===== config.mk =====
export PLATFORM = sky130hd
export DESIGN_NAME = branch_sequencer_flat
export DESIGN_NICKNAME = d
export VERILOG_FILES = /design/src/rtl/branch_sequencer_if.sv /design/src/rtl/branch_sequencer.sv /design/src/flat_wrapper.sv
export SDC_FILE = /design/constraint.sdc
export NUM_CORES = 1
export LEC_CHECK = 0
export CAP_MARGIN = 20
export CORE_MARGIN = 2
export CORE_UTILIZATION = 21
export DETAILED_ROUTE_END_ITERATION = 16
export GPL_ROUTABILITY_DRIVEN = 1
export PLACE_DENSITY = 0.78
export SYNTH_ARGS = -nofsm -noshare
export SYNTH_HDL_FRONTEND = slang
export SYNTH_SLANG_ARGS = --single-unit

===== constraint.sdc =====
create_clock -name clock -period 1.9 [get_ports clock]
set_input_delay 0.475 -clock clock [delete_from_list [all_inputs] [get_ports clock]]
set_output_delay 0.475 -clock clock [all_outputs]
set_load 0.02 [all_outputs]

===== src/rtl/branch_sequencer_if.sv =====
// branch_sequencer_if: request, operand and control-strobe bundle between the control unit and branch_sequencer.
// Latency: none (wires only).
// Backpressure: none; start is a plain request that the sequencer accepts only while idle.
interface branch_sequencer_if #(
  parameter int DATA_WIDTH = 32,
  parameter int STAT_WIDTH = 16
);
  logic                  start;
  logic [31:0]           ir;
  logic [DATA_WIDTH-1:0] bus_in;
  logic                  gra;
  logic                  rout;
  logic                  con_in;
  logic                  pc_out;
  logic                  y_in;
  logic                  c_out;
  logic                  add;
  logic                  zlow_in;
  logic                  zlow_out;
  logic                  pc_in;
  logic                  con_ff;
  logic                  busy;
  logic                  done;
  logic [STAT_WIDTH-1:0] taken_count;
  logic [STAT_WIDTH-1:0] not_taken_count;

  // control unit side: issues the request, observes strobes and status
  modport master (
    output start, ir, bus_in,
    input  gra, rout, con_in, pc_out, y_in, c_out, add, zlow_in, zlow_out,
    input  pc_in, con_ff, busy, done, taken_count, not_taken_count
  );

  // sequencer side
  modport slave (
    input  start, ir, bus_in,
    output gra, rout, con_in, pc_out, y_in, c_out, add, zlow_in, zlow_out,
    output pc_in, con_ff, busy, done, taken_count, not_taken_count
  );
endinterface


===== src/rtl/branch_sequencer.sv =====
// branch_sequencer: runs T3..T6 of br* instructions (Ra test into CON, PC+C via Y/ALU/Z, PC load when taken).
// Latency: done 5 cycles after the start edge (taken or EARLY_EXIT=0), 2 cycles for an early not-taken exit.
// Backpressure: none; start is sampled only in IDLE and dropped while busy. Macro BR_STATS_EN adds branch counters.
module branch_sequencer #(
  parameter int DATA_WIDTH = 32,
  parameter int C2_LSB     = 19,
  parameter int EARLY_EXIT = 1,
  parameter int STAT_WIDTH = 16
) (
  input logic               clock,
  input logic               clear,
  branch_sequencer_if.slave br
);

  typedef enum logic [2:0] {
    S_IDLE = 3'd0,
    S_T3   = 3'd1,
    S_T4   = 3'd2,
    S_T5   = 3'd3,
    S_T6   = 3'd4,
    S_DONE = 3'd5
  } state_t;

  state_t     state;
  state_t     state_nxt;
  logic [1:0] c2_q;
  logic       con_q;
  logic       cond;
  logic       unused_ir;

  // only the C2 field of ir matters here; fold the rest so it is visibly consumed
  assign unused_ir = ^(br.ir & ~(32'h3 << C2_LSB));

  // branch condition on the value currently on the bus (meaningful in T3)
  always_comb begin
    cond = 1'b0;
    case (c2_q)
      2'b00:   cond = (br.bus_in == '0);
      2'b01:   cond = (br.bus_in != '0);
      2'b10:   cond = ~br.bus_in[DATA_WIDTH-1];
      default: cond = br.bus_in[DATA_WIDTH-1];
    endcase
  end

  // state register; clear aborts any branch in flight
  always_ff @(posedge clock) begin
    if (!clear) state <= S_IDLE;
    else        state <= state_nxt;
  end

  // next-state: a not-taken branch may leave straight from T3 when early exit is enabled
  always_comb begin
    state_nxt = state;
    case (state)
      S_IDLE:  if (br.start) state_nxt = S_T3;
      S_T3:    state_nxt = ((EARLY_EXIT != 0) && !cond) ? S_DONE : S_T4;
      S_T4:    state_nxt = S_T5;
      S_T5:    state_nxt = S_T6;
      S_T6:    state_nxt = S_DONE;
      S_DONE:  state_nxt = S_IDLE;
      default: state_nxt = S_IDLE;
    endcase
  end

  // capture the condition field when a request is accepted
  always_ff @(posedge clock) begin
    if (!clear)                            c2_q <= 2'b00;
    else if (state == S_IDLE && br.start)  c2_q <= br.ir[C2_LSB +: 2];
  end

  // CON flip-flop loads at the end of T3 and holds until the next T3
  always_ff @(posedge clock) begin
    if (!clear)              con_q <= 1'b0;
    else if (state == S_T3)  con_q <= cond;
  end

  // Moore strobe decode; each bus driver belongs to exactly one state
  always_comb begin
    br.gra      = 1'b0;
    br.rout     = 1'b0;
    br.con_in   = 1'b0;
    br.pc_out   = 1'b0;
    br.y_in     = 1'b0;
    br.c_out    = 1'b0;
    br.add      = 1'b0;
    br.zlow_in  = 1'b0;
    br.zlow_out = 1'b0;
    br.pc_in    = 1'b0;
    br.done     = 1'b0;
    br.busy     = (state != S_IDLE);
    case (state)
      S_T3: begin
        br.gra    = 1'b1;
        br.rout   = 1'b1;
        br.con_in = 1'b1;
      end
      S_T4: begin
        br.pc_out = 1'b1;
        br.y_in   = 1'b1;
      end
      S_T5: begin
        br.c_out   = 1'b1;
        br.add     = 1'b1;
        br.zlow_in = 1'b1;
      end
      S_T6: begin
        br.zlow_out = 1'b1;
        br.pc_in    = con_q;
      end
      S_DONE:  br.done = 1'b1;
      default: ;
    endcase
  end

  assign br.con_ff = con_q;

`ifdef BR_STATS_EN
  logic [STAT_WIDTH-1:0] taken_q;
  logic [STAT_WIDTH-1:0] not_taken_q;
  logic                  done_entry;
  logic                  branch_taken;

  // an early exit enters DONE on the same edge CON loads, so use the live condition there
  assign done_entry   = (state_nxt == S_DONE) && (state != S_DONE);
  assign branch_taken = (state == S_T3) ? cond : con_q;

  // saturating taken / not-taken counters, bumped once per completed branch
  always_ff @(posedge clock) begin
    if (!clear) begin
      taken_q     <= '0;
      not_taken_q <= '0;
    end else if (done_entry) begin
      if (branch_taken) begin
        if (taken_q != '1) taken_q <= taken_q + 1'b1;
      end else begin
        if (not_taken_q != '1) not_taken_q <= not_taken_q + 1'b1;
      end
    end
  end

  assign br.taken_count     = taken_q;
  assign br.not_taken_count = not_taken_q;
`else
  assign br.taken_count     = {STAT_WIDTH{1'b0}};
  assign br.not_taken_count = {STAT_WIDTH{1'b0}};
`endif

endmodule


===== src/flat_wrapper.sv =====
// flat-port wrapper written by rule: the top's interface ports become plain ports
module branch_sequencer_flat 
#(
  parameter int DATA_WIDTH = 32,
  parameter int C2_LSB     = 19,
  parameter int EARLY_EXIT = 1,
  parameter int STAT_WIDTH = 16
)
  (clock, clear, br_start, br_ir, br_bus_in, br_gra, br_rout, br_con_in, br_pc_out, br_y_in, br_c_out, br_add, br_zlow_in, br_zlow_out, br_pc_in, br_con_ff, br_busy, br_done, br_taken_count, br_not_taken_count);
  branch_sequencer_if #(.DATA_WIDTH(DATA_WIDTH), .STAT_WIDTH(STAT_WIDTH)) br_i ();
  input logic clock;
  input logic clear;
  input wire logic [$bits(br_i.start)-1:0] br_start;
  input wire logic [$bits(br_i.ir)-1:0] br_ir;
  input wire logic [$bits(br_i.bus_in)-1:0] br_bus_in;
  output wire logic [$bits(br_i.gra)-1:0] br_gra;
  output wire logic [$bits(br_i.rout)-1:0] br_rout;
  output wire logic [$bits(br_i.con_in)-1:0] br_con_in;
  output wire logic [$bits(br_i.pc_out)-1:0] br_pc_out;
  output wire logic [$bits(br_i.y_in)-1:0] br_y_in;
  output wire logic [$bits(br_i.c_out)-1:0] br_c_out;
  output wire logic [$bits(br_i.add)-1:0] br_add;
  output wire logic [$bits(br_i.zlow_in)-1:0] br_zlow_in;
  output wire logic [$bits(br_i.zlow_out)-1:0] br_zlow_out;
  output wire logic [$bits(br_i.pc_in)-1:0] br_pc_in;
  output wire logic [$bits(br_i.con_ff)-1:0] br_con_ff;
  output wire logic [$bits(br_i.busy)-1:0] br_busy;
  output wire logic [$bits(br_i.done)-1:0] br_done;
  output wire logic [$bits(br_i.taken_count)-1:0] br_taken_count;
  output wire logic [$bits(br_i.not_taken_count)-1:0] br_not_taken_count;
  assign br_i.start = br_start;
  assign br_i.ir = br_ir;
  assign br_i.bus_in = br_bus_in;
  assign br_gra = br_i.gra;
  assign br_rout = br_i.rout;
  assign br_con_in = br_i.con_in;
  assign br_pc_out = br_i.pc_out;
  assign br_y_in = br_i.y_in;
  assign br_c_out = br_i.c_out;
  assign br_add = br_i.add;
  assign br_zlow_in = br_i.zlow_in;
  assign br_zlow_out = br_i.zlow_out;
  assign br_pc_in = br_i.pc_in;
  assign br_con_ff = br_i.con_ff;
  assign br_busy = br_i.busy;
  assign br_done = br_i.done;
  assign br_taken_count = br_i.taken_count;
  assign br_not_taken_count = br_i.not_taken_count;
  branch_sequencer #(.DATA_WIDTH(DATA_WIDTH), .C2_LSB(C2_LSB), .EARLY_EXIT(EARLY_EXIT), .STAT_WIDTH(STAT_WIDTH)) u_core (.clock(clock), .clear(clear), .br(br_i));
endmodule

==> impl_metrics.json, run 1 <==
{
  "row_count": 20,
  "period_share": 0.9842,
  "vias": 671,
  "cp.required_ps": 1420,
  "timing.fmax_mhz": 534.7,
  "die-area_sq_mm": 0.003611,
  "ys_seq_area_frac": 0.1818,
  "initial_core_util": 0.2182,
  "wire_per_inst_um": 9.407,
  "cts_buffers": 3,
  "final_layout_size_suffix_gt1_frac": 0.1739,
  "r2r_slack_ps": 370,
  "status": "finished, final reports clean",
  "dp_hpwl_mm": 1.407,
  "r2r-end": "u_core.state[0]",
  "min_delay_worst_endpoint": "u_core.br.con_ff",
  "nets": 207,
  "viasPerCell": 3.687,
  "fin_setup_tns_ps": 0,
  "antenna_found_initial": 0,
  "p_leak_uw": 0.0006509,
  "crit_arrival_ps": 1400,
  "multi_input_area_sq_um": 440.4,
  "fillers": 313,
  "r2r-start": "u_core.c2_q[1]",
  "crit_fanout": 8,
  "cts_tree": "yes",
  "clkSinkCount": 6,
  "power.total_uw": 821.9,
  "start_kind": "flip-flop",
  "top_usage_layer": "met2",
  "criticalPathCategory": "reg -> out",
  "htreeDepth": 1,
  "use_met2": 0.1537,
  "grtUsageMet3": 0.02165,
  "avgSynthCellArea_sq_um": 7.772,
  "grt_pass1_wl_mm": 2.311,
  "slew_viol_final": 0,
  "cts_buffer_depth": 2,
  "powerDensity_mw_per_mm2": 687.1,
  "clk_latency_ps": 250,
  "syn_inst": 85,
  "min_delay_path_depth": 2,
  "finalHoldViolations": 0,
  "grtUsageMet1": 0.08892,
  "coreArea_sq_mm": 0.003028,
  "yosysWarnings": 0,
  "ys_types": 24,
  "clk_pin_slew_ps": 50,
  "ir_worst_vdd_uv": 515.7,
  "drtIter0Drc": 4,
  "synth-edff-count": 0,
  "setup_viol_count_final": 0,
  "diodes": 0,
  "reg2reg_depth": 5,
  "synthArstFlopShare": 0,
  "drc": 0,
  "final.setup_skew_ps": 6.051,
  "grt_pass1_vias": 586,
  "netlist_area_sq_um": 660.6,
  "ys_seq_elements": 6,
  "fin_area_sq_mm": 0.001196,
  "io_pins": 112,
  "synth-main-ff-cell": "dfxtp_1",
  "globalplace.congestion": 0.7403,
  "fp.dieH_um": 60.09,
  "hold_buffers": 0,
  "drtPass1Iterations": 2,
  "seq_area_sq_um": 120.1,
  "rsz0062_at_grt": "true",
  "areaGrowthSynthToFinish_pct": 81.06,
  "hp-start": "u_core.br.con_ff",
  "grt_max_degree": 9,
  "hold_class": "reg -> reg",
  "cp-end-kind": "output pin",
  "cts_setup_buffers": 0,
  "final_antenna_net_count": 0,
  "port_buffers": 49,
  "post_dp_cell_area_sq_mm": 0.001097,
  "grt_usage": 0.08540,
  "period_minus_slack_ps": 1870,
  "die-width_um": 60.09,
  "grt_overflow": 0,
  "drv_cap": 0,
  "drt_wl_total_mm": 1.712,
  "cts_root_buffer": "clkbuf_4"
}
registers in the layout, indices dropped and copies added, names as in the netlist:
register and cells:
u_core.br.con_ff 1, u_core.c2_q 2, u_core.state 3
cell usage after synthesis (all sizes together), types with 2 or more instances:
master	count	share of area
nor3b	3	0.034
inv	2	0.011
nor4	7	0.066
nor2b	2	0.019
o21ai	3	0.023
buf	37	0.42
nand3b	2	0.023
nor2	3	0.017
and3b	2	0.027
nor3	2	0.015
dfxtp	6	0.18
nand2	3	0.017
a21oi	2	0.015
worst max path at each step:
stage	start	to	slack [ps]	depth (start not counted)
2_1_floorplan	u_core.state[0]	br_gra	10	2
3_3_place_gp	br_bus_in[31]	u_core.state[2]	-290	6
3_5_place_dp	br_bus_in[1]	u_core.state[2]	-310	6
4_1_cts	br_bus_in[15]	u_core.state[2]	3	6
5_1_grt	u_core.state[2]	br_con_in	-50	4
6_report	u_core.state[2]	br_con_in	30	4
repair_timing:
item                                    in CTS  in global routing
hold endpoints to repair                     0                  0
pin swaps                                    2                 12
endpoints found under the setup margin      15                 10
resized for setup                           15                 32
critical path: stages (launching register included):
cell,delay [ps]
dfxtp_1,300
buf_4,150
nor3b_1,210
buf_4,160
dlygate4sd2_1,330
through the flow:
stage	utilization	hold WS [ps]	setup slack, ps	std cells
3_5_place_dp	0.3624	479.0	-306.6	179
2_1_floorplan	-	513.1	10.31	116
6_report	0.3950	484.5	29.93	182
3_3_place_gp	0.3624	475.8	-288.0	179
5_1_grt	0.3950	524.8	-45.15	182
4_1_cts	0.3707	484.6	3.175	182
layout make-up:
cell class,instances,area share
tap,44,0.04602
clock buffer,3,0.01883
sequential,6,0.1004
multi-input combinational,71,0.3682
inverter,2,0.006276
timing repair buffer,56,0.4602
logic make-up (layout without fill, tap and decap cells):
logic type             Yosys count  in the layout  synth area share
buffers and inverters           39             61            0.4318
AND/OR/NAND/NOR                 28             28            0.2538
AO/OA/AOI/OAI                    8              8           0.08524
flip-flops                       6              6            0.1818
XOR/XNOR                         2              2           0.02652
other                            1             32          0.005676
multiplexers                     1              1           0.01515
power breakdown:
group,internal [uW],switching (uW)
Clock,71.6,48.9
Sequential,157,27.6
Combinational,238,279
metal layers:
metal,wire length (um),part of all wire
met1,590,0.34
met5,0,0
met4,14,0.0082
met2,928,0.54
met3,177,0.10
layout by cell type, fill, tap and decap left out, types with 2 or more instances in the layout:
cell	netlist	final
dlymetal6s2s_1	0	15
buf_4	37	7
clkbuf_4	0	3
nand3b_1	2	2
nor4_2	0	6
nor2_1	3	3
conb_1	1	32
clkbuf_2	0	4
and3b_1	2	2
a21oi_1	2	2
nand2_1	3	3
o21ai_1	0	2
nor3b_1	3	2
inv_1	2	2
dfxtp_1	6	6
dlygate4sd2_1	0	8
nor2b_1	2	2
clkdlybuf4s50_1	0	22
nor3_1	2	2
No activity file was read; power rests on OpenSTA's default activity.
==> run 2, diff against run 1 <==
- ABC_CLOCK_PERIOD_IN_PS: unset -> 1900
- CORE_MARGIN: 2 -> 10
- GPL_ROUTABILITY_DRIVEN: 1 -> unset
==> impl_metrics.json, run 2 (synthesized netlist as in run 1, its figures left out) <==
{
  "clkSinkCount": 6,
  "final_antenna_net_count": 0,
  "vias": 678,
  "fp.dieH_um": 76.09,
  "drt_wl_total_mm": 2.401,
  "grt_max_degree": 9,
  "multi_input_area_sq_um": 451.7,
  "powerDensity_mw_per_mm2": 709.0,
  "slowest_stage": "clkdlybuf4s50_1",
  "worst_slack_ps": 39.98,
  "nets": 208,
  "die-area_sq_mm": 0.005790,
  "antenna_found_initial": 0,
  "drc": 0,
  "hp-start": "u_core.br.con_ff",
  "post_dp_cell_area_sq_mm": 0.001105,
  "cts_buffers": 3,
  "p_leak_uw": 0.0006391,
  "place_ws_ps": -318.0,
  "wire_per_inst_um": 13.12,
  "finalHoldViolations": 0,
  "regMostFlops": "u_core.state",
  "grt_pass1_wl_mm": 3.615,
  "final.setup_skew_ps": 0.4532,
  "slew_viol_final": 0,
  "drtIter0Drc": 5,
  "period_share": 0.9790,
  "dp_hpwl_mm": 2.046,
  "criticalPathCategory": "in -> reg",
  "crit_fanout": 2,
  "cp_num_cells": 6,
  "clk_latency_ps": 240,
  "grt_usage": 0.07193,
  "status": "finished, final reports clean",
  "crit_buf_inv": 1,
  "critical_path.max_stage_delay_ps": 400,
  "drv_cap": 0,
  "final_common_cell": "conb_1",
  "drtPass1Iterations": 2,
  "coreArea_sq_mm": 0.003028,
  "fin_area_sq_mm": 0.001209,
  "cp-startpoint": "br_bus_in[13]",
  "cts_root_buffer": "clkbuf_4",
  "seq_area_sq_um": 122.6,
  "fin_setup_tns_ps": 0,
  "setup_viol_count_final": 0,
  "cp-end-kind": "flip-flop",
  "start_kind": "primary input",
  "viasPerCell": 3.705,
  "initial_core_util": 0.2182,
  "cp_top_family": "compound AO/OA/AOI/OAI gates",
  "clk_pin_slew_ps": 50,
  "fillers": 316,
  "areaGrowthSynthToFinish_pct": 82.95,
  "grt_overflow": 0,
  "largest_reg_flops": 3,
  "r2r-end": "u_core.br.con_ff",
  "cts_buffer_depth": 2,
  "crit_arrival_ps": 1980,
  "path_cells": "clkdlybuf4s50_1 > nor4_1 > nand2_1 > o32ai_4 > xnor2_2 > o22ai_1",
  "layout_common_cells": "32 x conb_1, 24 x clkdlybuf4s50_1, 13 x dlymetal6s2s_1",
  "period_minus_slack_ps": 1860,
  "reg2reg_depth": 5,
  "timing.fmax_mhz": 537.6,
  "r2r-start": "u_core.c2_q[1]",
  "htreeDepth": 1,
  "r2r_slack_ps": 390,
  "fin_util": 0.3992,
  "diodes": 0,
  "endpoint": "u_core.br.con_ff",
  "die-width_um": 76.09,
  "cp.required_ps": 2020,
  "row_count": 20,
  "cts_tree": "yes",
  "ir_worst_vdd_uv": 472.7,
  "port_buffers": 49,
  "power.total_uw": 857.0,
  "hold_class": "reg -> reg",
  "io_pins": 112,
  "final_layout_size_suffix_gt1_frac": 0.2086,
  "globalplace.congestion": 0.7458,
  "grt_pass1_vias": 750
}
## run 2: how the worst min path moves through the flow
stage | cells past startpoint | endpoint
final | 2 | u_core.br.con_ff
after global routing | 2 | u_core.br.con_ff
after CTS | 2 | u_core.br.con_ff
after detailed placement | 2 | u_core.br.con_ff
after global placement | 2 | u_core.br.con_ff
after floorplan | 2 | u_core.state[2]
## run 2: power breakdown
part	switching [uW]	internal [uW]	total, uW
clock	46.0	71.5	117
sequential	46.6	160	206
combinational	282	251	533
total	375	482	857
## run 2: worst register-to-register path: stages, from the launching register on
cell	delay, ps
dfxtp_1	310
nor4_2	270
nand4_1	170
o32ai_4	350
xnor2_2	180
o22ai_1	110
## run 2: timing repair
| item | 4_1_cts | 5_1_grt |
|---|---|---|
| setup buffers | 0 | 0 |
| setup endpoints to repair | 16 | 12 |
| gates resized for setup | 18 | 34 |
| gates cloned | 0 | 0 |
| hold buffers | 0 | 0 |
| pin swaps | 4 | 14 |
## run 2: stage by stage
step | hold WS [ps] | std cells
after floorplan | 513.1 | 116
after global placement | 472.5 | 180
after detailed placement | 479.9 | 180
after CTS | 492.5 | 183
after global routing | 521.5 | 183
final | 489.9 | 183
## run 2: final cells by class
| cell class | count | share of cell area |
|---|---|---|
| Timing Repair Buffer | 57 | 0.4545 |
| Inverter | 2 | 0.006211 |
| Clock buffer | 3 | 0.01863 |
| Tap cell | 44 | 0.04555 |
| Sequential cell | 6 | 0.1014 |
| Multi-Input combinational cell | 71 | 0.3737 |
## run 2: metal layers
layer | track usage | part of all wire | vias to the layer above
met1 | 0.07071 | 0.34 | 305
met4 | 0.01115 | 0 | 0
met5 | 0 | 0 | -
li1 | - | - | 331
met3 | 0.04363 | 0.13 | 0
met2 | 0.1284 | 0.54 | 42
